## config.mk

```make
export PLATFORM = sky130hd
export DESIGN_NAME = sample_framer
export DESIGN_NICKNAME = d
export VERILOG_FILES = /design/src/rtl/sample_framer.sv
export SDC_FILE = /design/constraint.sdc
export NUM_CORES = 1
export LEC_CHECK = 0
export ABC_AREA = 1
export CORE_UTILIZATION = 45
export DETAILED_ROUTE_END_ITERATION = 10
export HOLD_SLACK_MARGIN = 0.08
export PLACE_DENSITY_LB_ADDON = 0.08
export SYNTH_ARGS = -nofsm -noshare
export SYNTH_HDL_FRONTEND = slang
export SYNTH_SLANG_ARGS = --single-unit
```

## constraint.sdc

```tcl
create_clock -name clk -period 4.8 [get_ports clk]
set_clock_uncertainty 0.1 [all_clocks]
set_input_delay 0.96 -clock clk [delete_from_list [all_inputs] [get_ports clk]]
set_output_delay 0.96 -clock clk [all_outputs]
set_load 0.01 [all_outputs]
```

## src/rtl/sample_framer.sv

```systemverilog
// sample_framer
//   Buffers 16-bit decimated samples in a FIFO and packs them into fixed-length
//   byte frames for a byte-wide UART transmitter:
//     HDR, SEQ, RATE, FRAME_LEN x (sample MSB, sample LSB), CSUM
//   CSUM is the XOR of every byte from HDR through the last sample LSB.
//
// Ports
//   clk        in   system clock, rising edge
//   reset      in   synchronous, active-high; empties FIFO, aborts any frame
//   drdy       in   one-cycle strobe, datain valid
//   datain     in   [15:0] decimated sample
//   rate       in   [2:0] decimation select, latched at frame start
//   tx_busy    in   UART busy
//   tx_start   out  one-cycle strobe, tx_data valid and accepted by UART
//   tx_data    out  [7:0] byte to transmit (0 when not strobing)
//   overflow   out  sticky: a sample was dropped because the FIFO was full
//   fifo_level out  [$clog2(DEPTH):0] words held in the FIFO
`timescale 1ns/1ps
module sample_framer #(
  parameter int unsigned DEPTH     = 64,
  parameter int unsigned FRAME_LEN = 8,
  parameter logic [7:0]  HDR       = 8'hA5
) (
  input  logic                     clk,
  input  logic                     reset,
  input  logic                     drdy,
  input  logic [15:0]              datain,
  input  logic [2:0]               rate,
  input  logic                     tx_busy,
  output logic                     tx_start,
  output logic [7:0]               tx_data,
  output logic                     overflow,
  output logic [$clog2(DEPTH):0]   fifo_level
);

  localparam int AW = $clog2(DEPTH);
  localparam int LW = AW + 1;

  typedef enum logic [2:0] {
    S_IDLE, S_HDR, S_SEQ, S_RATE, S_MSB, S_LSB, S_CSUM, S_GAP
  } state_t;

  logic [15:0]   mem_q [DEPTH];
  logic [AW-1:0] wptr_q, rptr_q;
  logic [LW-1:0] level_q;
  logic          ovf_q;
  logic [15:0]   word_q;

  state_t        state_q, state_d;
  state_t        ret_q, ret_d;
  logic [7:0]    seq_q, seq_d;
  logic [7:0]    csum_q, csum_d;
  logic [7:0]    cnt_q, cnt_d;
  logic [2:0]    rate_q, rate_d;

  logic          full, push, pop;
  logic          is_send, issue;
  logic [7:0]    send_byte;
  state_t        after_send;

  // Full is judged on the pre-cycle level, so a same-cycle pop never makes room.
  assign full  = (level_q == LW'(DEPTH));
  assign push  = drdy && !full;

  assign is_send = (state_q != S_IDLE) && (state_q != S_GAP);
  assign issue   = is_send && !tx_busy;

  // FIFO storage has no reset; emptiness is carried entirely by the pointers.
  always_ff @(posedge clk) begin
    if (push) mem_q[wptr_q] <= datain;
  end

  always_ff @(posedge clk) begin
    if (reset) begin
      wptr_q  <= '0;
      rptr_q  <= '0;
      level_q <= '0;
      ovf_q   <= 1'b0;
      word_q  <= '0;
    end else begin
      if (push) wptr_q <= wptr_q + 1'b1;
      if (pop) begin
        rptr_q <= rptr_q + 1'b1;
        word_q <= mem_q[rptr_q];
      end
      if (drdy && full) ovf_q <= 1'b1;
      case ({push, pop})
        2'b10:   level_q <= level_q + 1'b1;
        2'b01:   level_q <= level_q - 1'b1;
        default: level_q <= level_q;
      endcase
    end
  end

  always_ff @(posedge clk) begin
    if (reset) begin
      state_q <= S_IDLE;
      ret_q   <= S_IDLE;
      seq_q   <= '0;
      csum_q  <= '0;
      cnt_q   <= '0;
      rate_q  <= '0;
    end else begin
      state_q <= state_d;
      ret_q   <= ret_d;
      seq_q   <= seq_d;
      csum_q  <= csum_d;
      cnt_q   <= cnt_d;
      rate_q  <= rate_d;
    end
  end

  always_comb begin
    state_d    = state_q;
    ret_d      = ret_q;
    seq_d      = seq_q;
    csum_d     = csum_q;
    cnt_d      = cnt_q;
    rate_d     = rate_q;
    pop        = 1'b0;
    send_byte  = 8'h00;
    after_send = S_IDLE;
    tx_start   = 1'b0;
    tx_data    = 8'h00;

    case (state_q)
      S_IDLE: begin
        // Only start once the whole frame is buffered so MSB never finds the FIFO empty.
        if (level_q >= LW'(FRAME_LEN)) begin
          state_d = S_HDR;
          rate_d  = rate;
          csum_d  = '0;
          cnt_d   = '0;
        end
      end
      S_HDR: begin
        send_byte  = HDR;
        after_send = S_SEQ;
      end
      S_SEQ: begin
        send_byte  = seq_q;
        after_send = S_RATE;
      end
      S_RATE: begin
        send_byte  = {5'b0, rate_q};
        after_send = S_MSB;
      end
      S_MSB: begin
        // MSB comes straight from the FIFO head; the word is captured for the LSB.
        send_byte  = mem_q[rptr_q][15:8];
        after_send = S_LSB;
        pop        = issue;
      end
      S_LSB: begin
        send_byte  = word_q[7:0];
        after_send = (({1'b0, cnt_q} + 9'd1) < 9'(FRAME_LEN)) ? S_MSB : S_CSUM;
        if (issue) cnt_d = cnt_q + 8'd1;
      end
      S_CSUM: begin
        send_byte  = csum_q;
        after_send = S_IDLE;
        if (issue) seq_d = seq_q + 8'd1;
      end
      S_GAP: begin
        state_d = ret_q;
      end
      default: state_d = S_IDLE;
    endcase

    if (issue) begin
      tx_start = 1'b1;
      tx_data  = send_byte;
      csum_d   = csum_q ^ send_byte;
      ret_d    = after_send;
      state_d  = S_GAP;
    end
  end

  assign overflow   = ovf_q;
  assign fifo_level = level_q;

endmodule
```

# [Word level (Yosys, flattened, before mapping)]
# Memories as Yosys holds them, arrays and structs flattened. A register that Yosys moved wholly into a read port is not among the register bits.
# Index checks and enable logic that the tools add are counted.
[word_totals] mem_count=1 ram_bits=1024 regBits=61
[op_classes] add_sub_neg=7 magnitude_cmp=2 n_bitwise=1 muxes=19 eq_ne=14 n_reduce_logical=18
[mem_list] memory="mem_q" depth=64 width=16 rd=1 rd_ports_with_merged_regs=1 write_ports=1 line_no="43" source="logic [15:0] mem_q [DEPTH];"
[op_table] op="8-bit one-hot mux with 6 select lines" n=1
[op_table] op="8-bit two-way mux" n=5
[op_table] op="8-bit by 1-bit adder with 8-bit output (second input constant)" n=2
[op_table] op="8-bit one-hot mux with 2 select lines" n=1
[op_table] op="3-bit one-hot mux with 5 select lines" n=1
[op_table] op="7-bit one-hot mux with 2 select lines" n=1
[op_table] op="6-bit by 1-bit adder with 6-bit output (second input constant)" n=2
[op_table] op="3-bit == test (second input constant)" n=4
[op_table] op="6-bit two-way mux" n=2
[op_table] op="8-bit by 1-bit adder with 9-bit output (second input constant)" n=1
[op_table] op="9-bit by 4-bit less-than comparator with 1-bit output (second input constant)" n=1
[op_table] op="2-bit AND reduction" n=4
[op_table] op="2-bit nonzero test" n=4
[op_table] op="8-bit bitwise XOR" n=1
[op_table] op="7-bit by 1-bit adder with 7-bit output (second input constant)" n=1
[op_table] op="7-bit == test (second input constant)" n=1
[op_table] op="7-bit by 4-bit greater-or-equal comparator with 1-bit output (second input constant)" n=1
[op_table] op="7-bit by 1-bit subtractor with 7-bit output (second input constant)" n=1
[op_table] op="3-bit by 2-bit == test with 1-bit output (second input constant)" n=2
[op_table] op="3-bit two-way mux" n=2
[op_table] op="3-bit != test (second input constant)" n=2
[op_table] op="3-bit one-hot mux with 2 select lines" n=1
[op_table] op="3-bit nonzero test" n=2
[op_table] op="1-bit logical AND" n=4
[op_table] op="other kinds (9)" n=14

# [Longest topological paths before layout]
[depth] depth_word=6 depth_mapped=19 ltp_nobuf=17

# [Worst setup path after synthesis]
# Ideal clock, no wire load.
[synth_timing] kind="input-to-reg" from="in drdy" to="mem mem_q[55][0], enable pin" path_slack_ns=1.782 t_required_ns=4.291 t_arrival_ns=2.509 setup_ns=0.409 path_stages=5 cell_sequence="nand2_1 -> buf_2 -> nor2_1 -> nand2_1 -> nor3_1"
[synth_via] elab_chain_cells=3
[synth_rtl] item="start: declaration" line_no="26" source="input logic drdy,"
[synth_rtl] item="1-bit logical AND" line_no="63" source="assign push = drdy && !full;"
[synth_rtl] item="1-bit two-way mux" line_no="70" source="if (push) mem_q[wptr_q] <= datain;"
[synth_rtl] item="1-bit two-way mux (implied by the code)" line_no="70"
[synth_rtl] item="end: declaration" line_no="43"
# No other way between the ends.

==> reports/summary.txt <==
status -> finished, final reports clean
Critical Path RT -> 3740 ps
placed inst area -> 46,900 um^2
Final ANT Viol Nets -> 0
CP Cell Sequence -> clkinv_16 -> buf_4 -> nand3_1 -> nand3_1 -> nand2_1 -> nand2_1 -> nand3_1 -> nand3_1 -> nand2_1 -> nand2_1 -> a21oi_1 -> clkdlybuf4s50_1
mean routed wirelength per cell -> 24.8 um
number of cells after detailed placement -> 5,141
share of layout cells above drive strength 1 -> 9.42%
core box area -> 98,400 um^2
Internal Power -> 16.4 mW
combinational group share of total power -> 9.0%
hold crit path type -> reg -> reg
post-synth cell types -> 42
post-synth top area share -> 68.7%
max-cap violations -> 0
switch share -> 23.8%
Remaining DRCs -> 0
Psw -> 5.13 mW
Max Slew Vio Count -> 0
Max VDD drop -> 303 uV
hold buffers post-CTS -> 0
reg2reg setup slack -> 1460 ps
chip width -> 317 um
critical path arrival -> 3570 ps
syn nets -> 3,928
Seq/Total Area, Yosys -> 71.7%
setup TNS -> 0 ps
vias per cell -> 5.58
routed vias -> 29,988
clock sinks -> 1,091
Yosys reg bits -> 1,091
CTS root buffer -> clkbuf_16
Die Y -> 317 um
Critical Path Start Type -> flop
CTS Buf Count -> 115
pin count of the biggest net entering global routing -> 116
Synth Flop Type -> edfxtp_1
Final min period -> 4630 ps
final core utilization -> 52.0%
peak fanout along the critical path -> 40
Cell Count, Final, Fillers Out -> 5,373
Cell Pwr Density -> 421 nW/um^2
n_diodes -> 0
Detailed Place HPWL -> 74.4 mm
post-layout instance area -> 51,100 um^2
CP Capture Type -> primary output
Longest Clk Path Bufs -> 3
First-pass DRT Iterations -> 6
wirelength, routed -> 133 mm
top cells by count, synth -> edfxtp_1, nand2_1, nor2_1
slowest cell on the critical path -> clkdlybuf4s50_1
Pwr Total -> 21.5 mW
worst rel slew slack -> 31.0%
Leak Pwr -> 18.2 nW
EDFF count, synth -> 1,024
area grow syn2layout -> 14.3%
top-count cell post-synth -> edfxtp_1
ys async rst share -> 0%
GP Congestion -> 0.827
H-Tree Depth -> 3
worst-skew pair later-pin latency -> 690 ps
Final period util -> 96.4%
Hold Vio Cnt, Final -> 0
Clock Power Share -> 42.0%
nets -> 4,017
Initial Utilization -> 45.5%
first-pass GRT wire length -> 191 mm
worst hold slack -> 356 ps
mapped cell area -> 44,800 um^2
Setup WS pre-CTS -> 604 ps
setup violators final -> 0
critical path class -> reg -> out
total grt overflow -> 0
Highest Clock Rate -> 216 MHz
GRT Total Usage -> 26.1%
area of the die -> 101,000 um^2
CTS tree -> yes
initial antenna violation count -> 7
largest cells by area after synthesis -> edfxtp_1, nand2_1, nand3_1
Rows -> 115
number of global-route vias before repair -> 27,799
fill cell count -> 8,685
Mapped Cells -> 3,899
Final WS setup -> 173 ps
actual slew at the worst max-slew pin -> 1030 ps
port bufs -> 39
yosys warns -> 0
Starting DRT DRC Count -> 3,068
syn avg cell area -> 11.5 um^2
IO Count -> 40
sequential power share -> 49.0%
Clock transition at path regs -> 60 ps
Synth area leader -> edfxtp_1
delay of the slowest cell on the worst path -> 570 ps
flip-flops by register name, indices dropped and copies added, names as in the netlist, named ones only:
register    flops
fifo_level      7
state_q         3
mem_q        1024
cnt_q           8
rate_q          3
seq_q           8
csum_q          8
overflow        1
rptr_q          6
wptr_q          6
ret_q           3
word_q          8
final timing paths:
path	start	to	cells after the start
setup reg to reg	fifo_level[4]	mem_q[53][5]	10
hold reg to reg	rate_q[0]	rate_q[0]	2
hold / removal	rate_q[0]	rate_q[0]	2
setup / recovery	flop	tx_data[2]	12
cell families (layout without fill, tap and decap cells):
family | after synthesis | count (layout) | synth area share [%]
fa+ha+maj | 6 | 6 | 0.168
simple gates | 1772 | 1772 | 16.3
xor+xnor | 10 | 10 | 0.196
flops | 1091 | 1091 | 71.7
compound gates | 600 | 600 | 7.37
buf+inv | 420 | 607 | 4.23
layer usage:
layer | vias to the layer above | routed length, um | GRT usage [%]
met5 | - | 0 | 0
met4 | 0 | 2860 | 6.55
met3 | 172 | 8700 | 3.81
met2 | 959 | 60400 | 39.6
met1 | 14927 | 61300 | 39.3
li1 | 13930 | - | -
critical path, delay by kind of cell, from the launching register on:
family	cells	cell delay, ps
DFF	1	480
and+or+nand+nor	8	1180
buffers and inverters	3	1040
AOI/OAI and AO/OA	1	170
area by class of cell:
class | count | area, um^2 | area share, %
repair buffers | 204 | 1990 | 3.89
multi-input cells | 2388 | 10800 | 21.2
clock inverters | 67 | 673 | 1.32
flip-flops and latches | 1091 | 32100 | 62.8
well taps | 1287 | 1610 | 3.15
inverters | 186 | 756 | 1.48
repair inverters | 2 | 22.5 | 0.0440
clock buffers | 148 | 3160 | 6.18
power groups by stage:
| stage | combinational (mW) | sequential, mW | clock, mW |
|---|---|---|---|
| floorplan | 1.12 | 10.7 | 0 |
| global placement | 1.81 | 10.7 | 0 |
| detailed placement | 1.81 | 10.7 | 0 |
| CTS | 1.87 | 10.5 | 9.20 |
| global route | 2.12 | 10.6 | 9.56 |
| finish | 1.93 | 10.6 | 9.05 |
placed cells by master, fill, tap and decap left out, drive strengths merged, types with 9 or more instances in the layout:
cell,Yosys,final
clkinv,1,53
clkbuf,94,153
nand4,9,9
o21ai,347,347
a21oi,71,71
edfxtp,1024,1024
inv,185,186
o211ai,31,31
nand3,443,443
o22ai,134,134
nand2,836,836
nor3,17,17
buf,140,173
dfxtp,67,67
bufinv,0,14
clkdlybuf4s50,0,23
nor2,459,459
repair_timing:
item / CTS / global route
endpoints found under the setup margin: 8 / 8
gates resized for setup: 7 / 10
cloned: 3 / 7
setup buffers: 4 / 3
No activity file was read; power rests on OpenSTA's default activity.
